### config.mk
export PLATFORM = sky130hd
export DESIGN_NAME = multicycle_ctrl
export DESIGN_NICKNAME = d
export VERILOG_FILES = /design/src/rtl/multicycle_ctrl.sv
export SDC_FILE = /design/constraint.sdc
export NUM_CORES = 1
export LEC_CHECK = 0
export CAP_MARGIN = 20
export CORE_MARGIN = 5
export CORE_UTILIZATION = 40
export CTS_BUF_LIST = sky130_fd_sc_hd__clkbuf_4
export CTS_CLUSTER_DIAMETER = 150
export DETAILED_ROUTE_END_ITERATION = 6
export PLACE_DENSITY = 0.92
export REMOVE_ABC_BUFFERS = 1
export SLEW_MARGIN = 10
export SYNTH_ARGS = -nofsm -noshare
export SYNTH_HDL_FRONTEND = slang
export SYNTH_SLANG_ARGS = --single-unit
### constraint.sdc
create_clock -name clk -period 2.55 [get_ports clk]
set_input_delay 0.6375 -clock clk [delete_from_list [all_inputs] [get_ports clk]]
set_output_delay 0.6375 -clock clk [all_outputs]
set_load 0.005 [all_outputs]
### src/rtl/multicycle_ctrl.sv
// Multicycle control unit for the 32-bit ARM-subset core.
// A Moore FSM steps each instruction through fetch, decode, execute, memory and writeback.
// It also holds the NZCV flag register and evaluates the condition field.
// Optional build macro MULTICYCLE_PERF_EN adds the CycleCnt/InstrCnt performance counters.

module multicycle_ctrl #(
  parameter int unsigned ALUCTRL_W = 3,
  parameter int unsigned CNT_W     = 32
) (
  input  logic                 clk,
  input  logic                 rst_n,
  input  logic [3:0]           Cond,
  input  logic [1:0]           Op,
  input  logic [5:0]           Funct,
  input  logic [3:0]           Rd,
  input  logic [3:0]           ALUFlags,
  output logic                 PCWrite,
  output logic                 AdrSrc,
  output logic                 MemW,
  output logic                 IRWrite,
  output logic                 RegW,
  output logic [1:0]           ResultSrc,
  output logic                 ALUSrcA,
  output logic [1:0]           ALUSrcB,
  output logic [1:0]           ImmSrc,
  output logic [1:0]           RegSrc,
  output logic [ALUCTRL_W-1:0] ALUControl,
  output logic [3:0]           Flags,
  output logic [3:0]           State
`ifdef MULTICYCLE_PERF_EN
  ,
  output logic [CNT_W-1:0]     CycleCnt,
  output logic [CNT_W-1:0]     InstrCnt
`endif
);

  // State encodings are visible on the State debug port, so they are fixed values.
  localparam logic [3:0] StFetch  = 4'd0;
  localparam logic [3:0] StDecode = 4'd1;
  localparam logic [3:0] StMemAdr = 4'd2;
  localparam logic [3:0] StMemRd  = 4'd3;
  localparam logic [3:0] StMemWb  = 4'd4;
  localparam logic [3:0] StMemWr  = 4'd5;
  localparam logic [3:0] StExecR  = 4'd6;
  localparam logic [3:0] StExecI  = 4'd7;
  localparam logic [3:0] StAluWb  = 4'd8;
  localparam logic [3:0] StBranch = 4'd9;

  localparam logic [2:0] AluAdd = 3'b000;
  localparam logic [2:0] AluSub = 3'b001;
  localparam logic [2:0] AluAnd = 3'b010;
  localparam logic [2:0] AluOrr = 3'b011;
  localparam logic [2:0] AluEor = 3'b100;

  // Elaboration-time sanity checks on the parameters.
  if (ALUCTRL_W < 3) begin : g_chk_aluctrl
    $error("ALUCTRL_W must be at least 3");
  end
  if (CNT_W < 1) begin : g_chk_cnt
    $error("CNT_W must be at least 1");
  end

  logic [3:0] state_q, state_d;
  logic [3:0] flags_q, flags_d;

  logic [2:0] dec_alu_op;
  logic [1:0] dec_flag_w;
  logic       dec_writes_reg;
  logic       cond_ex;
  logic       in_exec;
  logic       regw_raw;
  logic       pcwrite_raw;
  logic       irwrite_raw;
  logic       memw_raw;
  logic [2:0] alu_sel;

  logic flag_n, flag_z, flag_c, flag_v;
  assign {flag_n, flag_z, flag_c, flag_v} = flags_q;

  assign in_exec = (state_q == StExecR) || (state_q == StExecI);

  // Next-state sequencing; illegal encodings fall back to FETCH.
  always_comb begin
    state_d = StFetch;
    unique case (state_q)
      StFetch:  state_d = StDecode;
      StDecode: begin
        unique case (Op)
          2'b00:   state_d = Funct[5] ? StExecI : StExecR;
          2'b01:   state_d = StMemAdr;
          2'b10:   state_d = StBranch;
          default: state_d = StFetch;
        endcase
      end
      StMemAdr: state_d = Funct[0] ? StMemRd : StMemWr;
      StMemRd:  state_d = StMemWb;
      StMemWb:  state_d = StFetch;
      StMemWr:  state_d = StFetch;
      StExecR:  state_d = StAluWb;
      StExecI:  state_d = StAluWb;
      StAluWb:  state_d = StFetch;
      StBranch: state_d = StFetch;
      default:  state_d = StFetch;
    endcase
  end

  // ALU command decode from Funct[4:1]; Funct[0] is the S bit.
  always_comb begin
    dec_alu_op     = AluAdd;
    dec_flag_w     = 2'b00;
    dec_writes_reg = 1'b0;
    unique case (Funct[4:1])
      4'b0100: begin
        dec_alu_op     = AluAdd;
        dec_flag_w     = {Funct[0], Funct[0]};
        dec_writes_reg = 1'b1;
      end
      4'b0010: begin
        dec_alu_op     = AluSub;
        dec_flag_w     = {Funct[0], Funct[0]};
        dec_writes_reg = 1'b1;
      end
      4'b0000: begin
        dec_alu_op     = AluAnd;
        dec_flag_w     = {Funct[0], 1'b0};
        dec_writes_reg = 1'b1;
      end
      4'b1100: begin
        dec_alu_op     = AluOrr;
        dec_flag_w     = {Funct[0], 1'b0};
        dec_writes_reg = 1'b1;
      end
      4'b0001: begin
        dec_alu_op     = AluEor;
        dec_flag_w     = {Funct[0], 1'b0};
        dec_writes_reg = 1'b1;
      end
      4'b1010: begin
        // CMP: subtract with implied S, result discarded.
        dec_alu_op     = AluSub;
        dec_flag_w     = 2'b11;
        dec_writes_reg = 1'b0;
      end
      default: begin
        dec_alu_op     = AluAdd;
        dec_flag_w     = 2'b00;
        dec_writes_reg = 1'b0;
      end
    endcase
  end

  // Condition evaluation against the registered flags.
  always_comb begin
    cond_ex = 1'b0;
    unique case (Cond)
      4'b0000: cond_ex = flag_z;
      4'b0001: cond_ex = ~flag_z;
      4'b0010: cond_ex = flag_c;
      4'b0011: cond_ex = ~flag_c;
      4'b0100: cond_ex = flag_n;
      4'b0101: cond_ex = ~flag_n;
      4'b0110: cond_ex = flag_v;
      4'b0111: cond_ex = ~flag_v;
      4'b1000: cond_ex = flag_c & ~flag_z;
      4'b1001: cond_ex = ~flag_c | flag_z;
      4'b1010: cond_ex = (flag_n == flag_v);
      4'b1011: cond_ex = (flag_n != flag_v);
      4'b1100: cond_ex = ~flag_z & (flag_n == flag_v);
      4'b1101: cond_ex = flag_z | (flag_n != flag_v);
      4'b1110: cond_ex = 1'b1;
      default: cond_ex = 1'b0;
    endcase
  end

  // Flags are only captured on the edge leaving an execute state.
  always_comb begin
    flags_d = flags_q;
    if (in_exec && cond_ex) begin
      if (dec_flag_w[1]) flags_d[3:2] = ALUFlags[3:2];
      if (dec_flag_w[0]) flags_d[1:0] = ALUFlags[1:0];
    end
  end

  // State and flag registers.
  always_ff @(posedge clk or negedge rst_n) begin
    if (!rst_n) begin
      state_q <= StFetch;
      flags_q <= 4'b0000;
    end else begin
      state_q <= state_d;
      flags_q <= flags_d;
    end
  end

  // Moore datapath controls per state; anything not set stays 0.
  always_comb begin
    AdrSrc      = 1'b0;
    irwrite_raw = 1'b0;
    memw_raw    = 1'b0;
    regw_raw    = 1'b0;
    ResultSrc   = 2'b00;
    ALUSrcA     = 1'b0;
    ALUSrcB     = 2'b00;
    alu_sel     = AluAdd;
    unique case (state_q)
      StFetch: begin
        irwrite_raw = 1'b1;
        ALUSrcA     = 1'b1;
        ALUSrcB     = 2'b10;
        ResultSrc   = 2'b10;
      end
      StDecode: begin
        ALUSrcA   = 1'b1;
        ALUSrcB   = 2'b10;
        ResultSrc = 2'b10;
      end
      StMemAdr: ALUSrcB = 2'b01;
      StMemRd:  AdrSrc = 1'b1;
      StMemWr: begin
        AdrSrc   = 1'b1;
        memw_raw = cond_ex;
      end
      StMemWb: begin
        ResultSrc = 2'b01;
        regw_raw  = cond_ex;
      end
      StExecR:  alu_sel = dec_alu_op;
      StExecI: begin
        ALUSrcB = 2'b01;
        alu_sel = dec_alu_op;
      end
      StAluWb:  regw_raw = cond_ex & dec_writes_reg;
      StBranch: begin
        ALUSrcB   = 2'b01;
        ResultSrc = 2'b10;
      end
      default: ;
    endcase
  end

  // Writeback to R15 doubles as a jump.
  assign pcwrite_raw = (state_q == StFetch) ||
                       (cond_ex && ((state_q == StBranch) || (regw_raw && (Rd == 4'd15))));

  // Write enables are held low for as long as reset is asserted.
  assign PCWrite    = rst_n & pcwrite_raw;
  assign IRWrite    = rst_n & irwrite_raw;
  assign MemW       = rst_n & memw_raw;
  assign RegW       = rst_n & regw_raw;
  assign ImmSrc     = Op;
  assign RegSrc     = {(Op == 2'b01), (Op == 2'b10)};
  assign ALUControl = ALUCTRL_W'(alu_sel);
  assign Flags      = flags_q;
  assign State      = state_q;

`ifdef MULTICYCLE_PERF_EN
  logic [CNT_W-1:0] cycle_cnt_q, instr_cnt_q;
  logic             instr_done;

  assign instr_done = (state_q != StFetch) && (state_d == StFetch);

  // Free-running cycle counter and retired-instruction counter, both wrapping.
  always_ff @(posedge clk or negedge rst_n) begin
    if (!rst_n) begin
      cycle_cnt_q <= '0;
      instr_cnt_q <= '0;
    end else begin
      cycle_cnt_q <= cycle_cnt_q + 1'b1;
      if (instr_done) instr_cnt_q <= instr_cnt_q + 1'b1;
    end
  end

  assign CycleCnt = cycle_cnt_q;
  assign InstrCnt = instr_cnt_q;
`else
  // No performance counters in this build.
`endif

endmodule
==> impl_metrics.tcl, run 1 <==
set metrics [dict create \
    global_route.usage.total 0.212 \
    fp.dieArea_um2 3180 \
    critical_path.endpoint_type "primary output" \
    ys.flop_type "dfrtp_1" \
    maxClockFrequency_ghz 0.385 \
    ys_async_sr_fraction 1.00 \
    clkSlewWorstSetupHoldPaths_ns 0.06 \
    setup_ws_ns -0.0463 \
    finish.net_count 196 \
    critical_path.cell_chain "dlygate4sd2_1 -> a211oi_2 -> o21ai_1 -> a211oi_1 -> and3_4 -> buf_2" \
    largest_net_degree_at_the_start_of_global_routing 13 \
    timing.critical_path.from_type "input pin" \
    drive_above_1_share 0.366 \
    violations "setup timing" \
    detail_route.wl_per_cell_um 18.0 \
    clk-insertion-delay-late_ns 0.25 \
    antenna_cells 0 \
    grt_antenna_before_repair 0 \
    setup-violations-final 1 \
    holdBufCountCts 0 \
    finalHoldViolCount 0 \
    gr-total-overflow 0 \
    antenna_violating_nets_post_route 0 \
    leakage_nw 0.718 \
    cp_data_required_time_ns 1.91 \
    cp_max_fo 3 \
    finalWirelength_um 3590 \
    worst_ep_arrival_time_ns 1.96 \
    yosys_warnings 0 \
    final_worst_hold_slack_ns 0.560 \
    final_max_slew_viol_count 0 \
    synth.area.top_cells "dfrtp_1 23%, nor2_1 5.7%, mux2_1 5.2%" \
    number_of_buffers_inserted_by_port_buffering 46 \
    clkSinkCount 8 \
    fin_worst_skew_ns 0.00263 \
    synth.ff_latch_count 8 \
    max_slew.worst_pin.slew_ns 0.316 \
    dp_hpwl_um 2380 \
    worst_slew_margin_rel 0.788 \
    cts_tree "built" \
    number_of_buffers_created_by_cts 3 \
    route.detailed.drc 0 \
    htree_levels 1 \
    dieHeight_um 56.4 \
    layout_min_cycle_time_ns 2.60 \
    effective_utilization_at_floorplan 0.429 \
    synth_area_per_cell_um2 7.96 \
    number_of_distinct_library_cell_variants_in_the_gate_level_netlist_after_synthesis 46 \
    worst_ir_drop_vdd_mv 0.578 \
    outcome "complete, but fails checks" \
    total_standard_cell_area_after_synthesis_um2 860 \
    io_pins 47 \
    routabilityCongestion 0.902 \
    cts_max_path_buffers 2 \
    clock_tree.root_cell "clkbuf_4" \
    synth_area_leader_cell "dfrtp_1" \
    commonest_cells_in_the_synthesized_netlist "13 x nor2_1, 8 x dfrtp_1, 7 x nand2_1" \
    area_growth_pct 85.4 \
    drtIter0Drc 42 \
    powerDensity_nw_per_um2 707 \
    synth-edff-count 0 \
    worstHoldPathType "flop to flop" \
    post_route_cell_area_um2 1590 \
    crit_path_max_incr_delay_ns 0.35 \
    postSynthCellCount 108 \
    min_period_over_period 1.02 \
    dpl_cell_area_um2 1450 \
    grt_first_pass_wirelength_um 5570 \
    max-cap-violations 0 \
    fp.dieW_um 56.4 \
    post-synth-top-area-fraction 0.233 \
    synth.most_common_cell "nor2_1" \
    vias 1119 \
    timing_worst_setup_path_type "input pin to primary output" \
    number_of_global_route_vias_before_repair 1125 \
    synth-seq-area-share 0.233 \
    finalPower_w 0.00113 \
    std_cell_rows 16 \
    drt_pre_antenna_iters 4 \
    vias_per_cell 5.62 \
    floorplan.core_area_um2 2000 \
    critical_path.slowest_cell "a211oi_1" \
]
stage by stage:
step | cells | utilization | TNS, ns | setup WS [ns]
final | 199 | 0.796 | -0.0463 | -0.0463
after global routing | 199 | 0.796 | -0.0868 | -0.0623
after CTS | 197 | 0.761 | 0 | 0.00646
after detailed placement | 191 | 0.722 | -3.48 | -0.701
after global placement | 191 | 0.722 | -2.81 | -0.607
after floorplan | 98 | - | 0 | 0.334
flip-flops by register name, summed over array words and instances, names as in the netlist:
name	count
Flags	4
State	4
cells in the final DEF (no fill, tap or decap), types with 2 or more instances in the layout:
cell	instances
clkdlybuf4s50_1	29
buf_4	24
nor2_1	13
dlygate4sd2_1	7
nand2_1	6
dfrtp_1	5
o21ai_0	4
a21oi_1	4
inv_1	4
nor3_1	4
mux2_1	4
clkbuf_4	4
buf_2	4
dfrtp_2	3
xor2_1	3
nand2b_1	2
nor2b_1	2
a211oi_1	2
nor3b_2	2
nand3b_1	2
xnor2_1	2
and3_4	2
clkbuf_2	2
metal layers:
layer  global-route usage  vias up  wire length (µm)
met3               0.0206       12               184
met5                    0        -                 0
li1                     -      515                 -
met4               0.0746        0                68
met2                0.389       53              1930
met1                0.254      539              1400
critical path: cells and delay by family:
family | cells | cell delay [ns]
buffers and inverters | 2 | 0.37
and+or+nand+nor | 1 | 0.24
AOI/OAI and AO/OA | 3 | 0.72
kinds of logic after synthesis:
family	after synthesis	share of synthesized area
muxes	6	0.0757
and+or+nand+nor	47	0.303
DFF	8	0.233
buffers and inverters	15	0.0902
AOI/OAI and AO/OA	26	0.237
xor gates and xnor gates	6	0.0611
layout make-up:
| class | instances | area [µm²] |
|---|---|---|
| repair buffers | 71 | 614 |
| fillers | 130 | 408 |
| multi-input cells | 85 | 701 |
| clock buffers | 3 | 22.5 |
| flip-flops and latches | 8 | 204 |
| inverters | 5 | 18.8 |
| well taps | 27 | 33.8 |
report_power, final:
part	total [W]	switching [W]	leakage [nW]	internal, W
clock network	0.0000973	0.0000434	0.0138	0.0000539
logic	0.000775	0.000346	0.602	0.000429
registers	0.000254	0.0000795	0.102	0.000174
total	0.00113	0.000469	0.718	0.000658
repair_timing:
| action | 4_1_cts | 5_1_grt |
|---|---|---|
| pin swaps | 8 | 9 |
| gates cloned | 0 | 0 |
| resized for setup | 45 | 22 |
| setup buffers | 3 | 2 |
| endpoints found under the setup margin | 9 | 5 |
worst paths after layout:
path	start	endpoint	slack, ns	cells past startpoint
setup / recovery	Funct[3]	RegW	-0.05	6
hold / removal	Flags[1]$_DFFE_PN0P_	Flags[1]$_DFFE_PN0P_	0.56	1
hold reg to reg	Flags[1]$_DFFE_PN0P_	Flags[1]$_DFFE_PN0P_	0.56	1
max in group asynchronous	rst_n	State[2]$_DFF_PN0_	1.66	2
min in group asynchronous	rst_n	Flags[3]$_DFFE_PN0P_	0.71	2
setup reg to reg	Flags[3]$_DFFE_PN0P_	Flags[2]$_DFFE_PN0P_	0.38	8
No activity file was read; power rests on OpenSTA's default activity.
==> run 2: changes to the inputs <==
--- a/config.mk
+++ b/config.mk
@@ -5,7 +5,6 @@
 export SDC_FILE = /design/constraint.sdc
 export NUM_CORES = 1
 export LEC_CHECK = 0
-export CAP_MARGIN = 20
 export CORE_MARGIN = 5
 export CORE_UTILIZATION = 40
 export CTS_BUF_LIST = sky130_fd_sc_hd__clkbuf_4
==> results of run 2 <==
No change in the layout: final DEF, timing and power equal those of run 1.
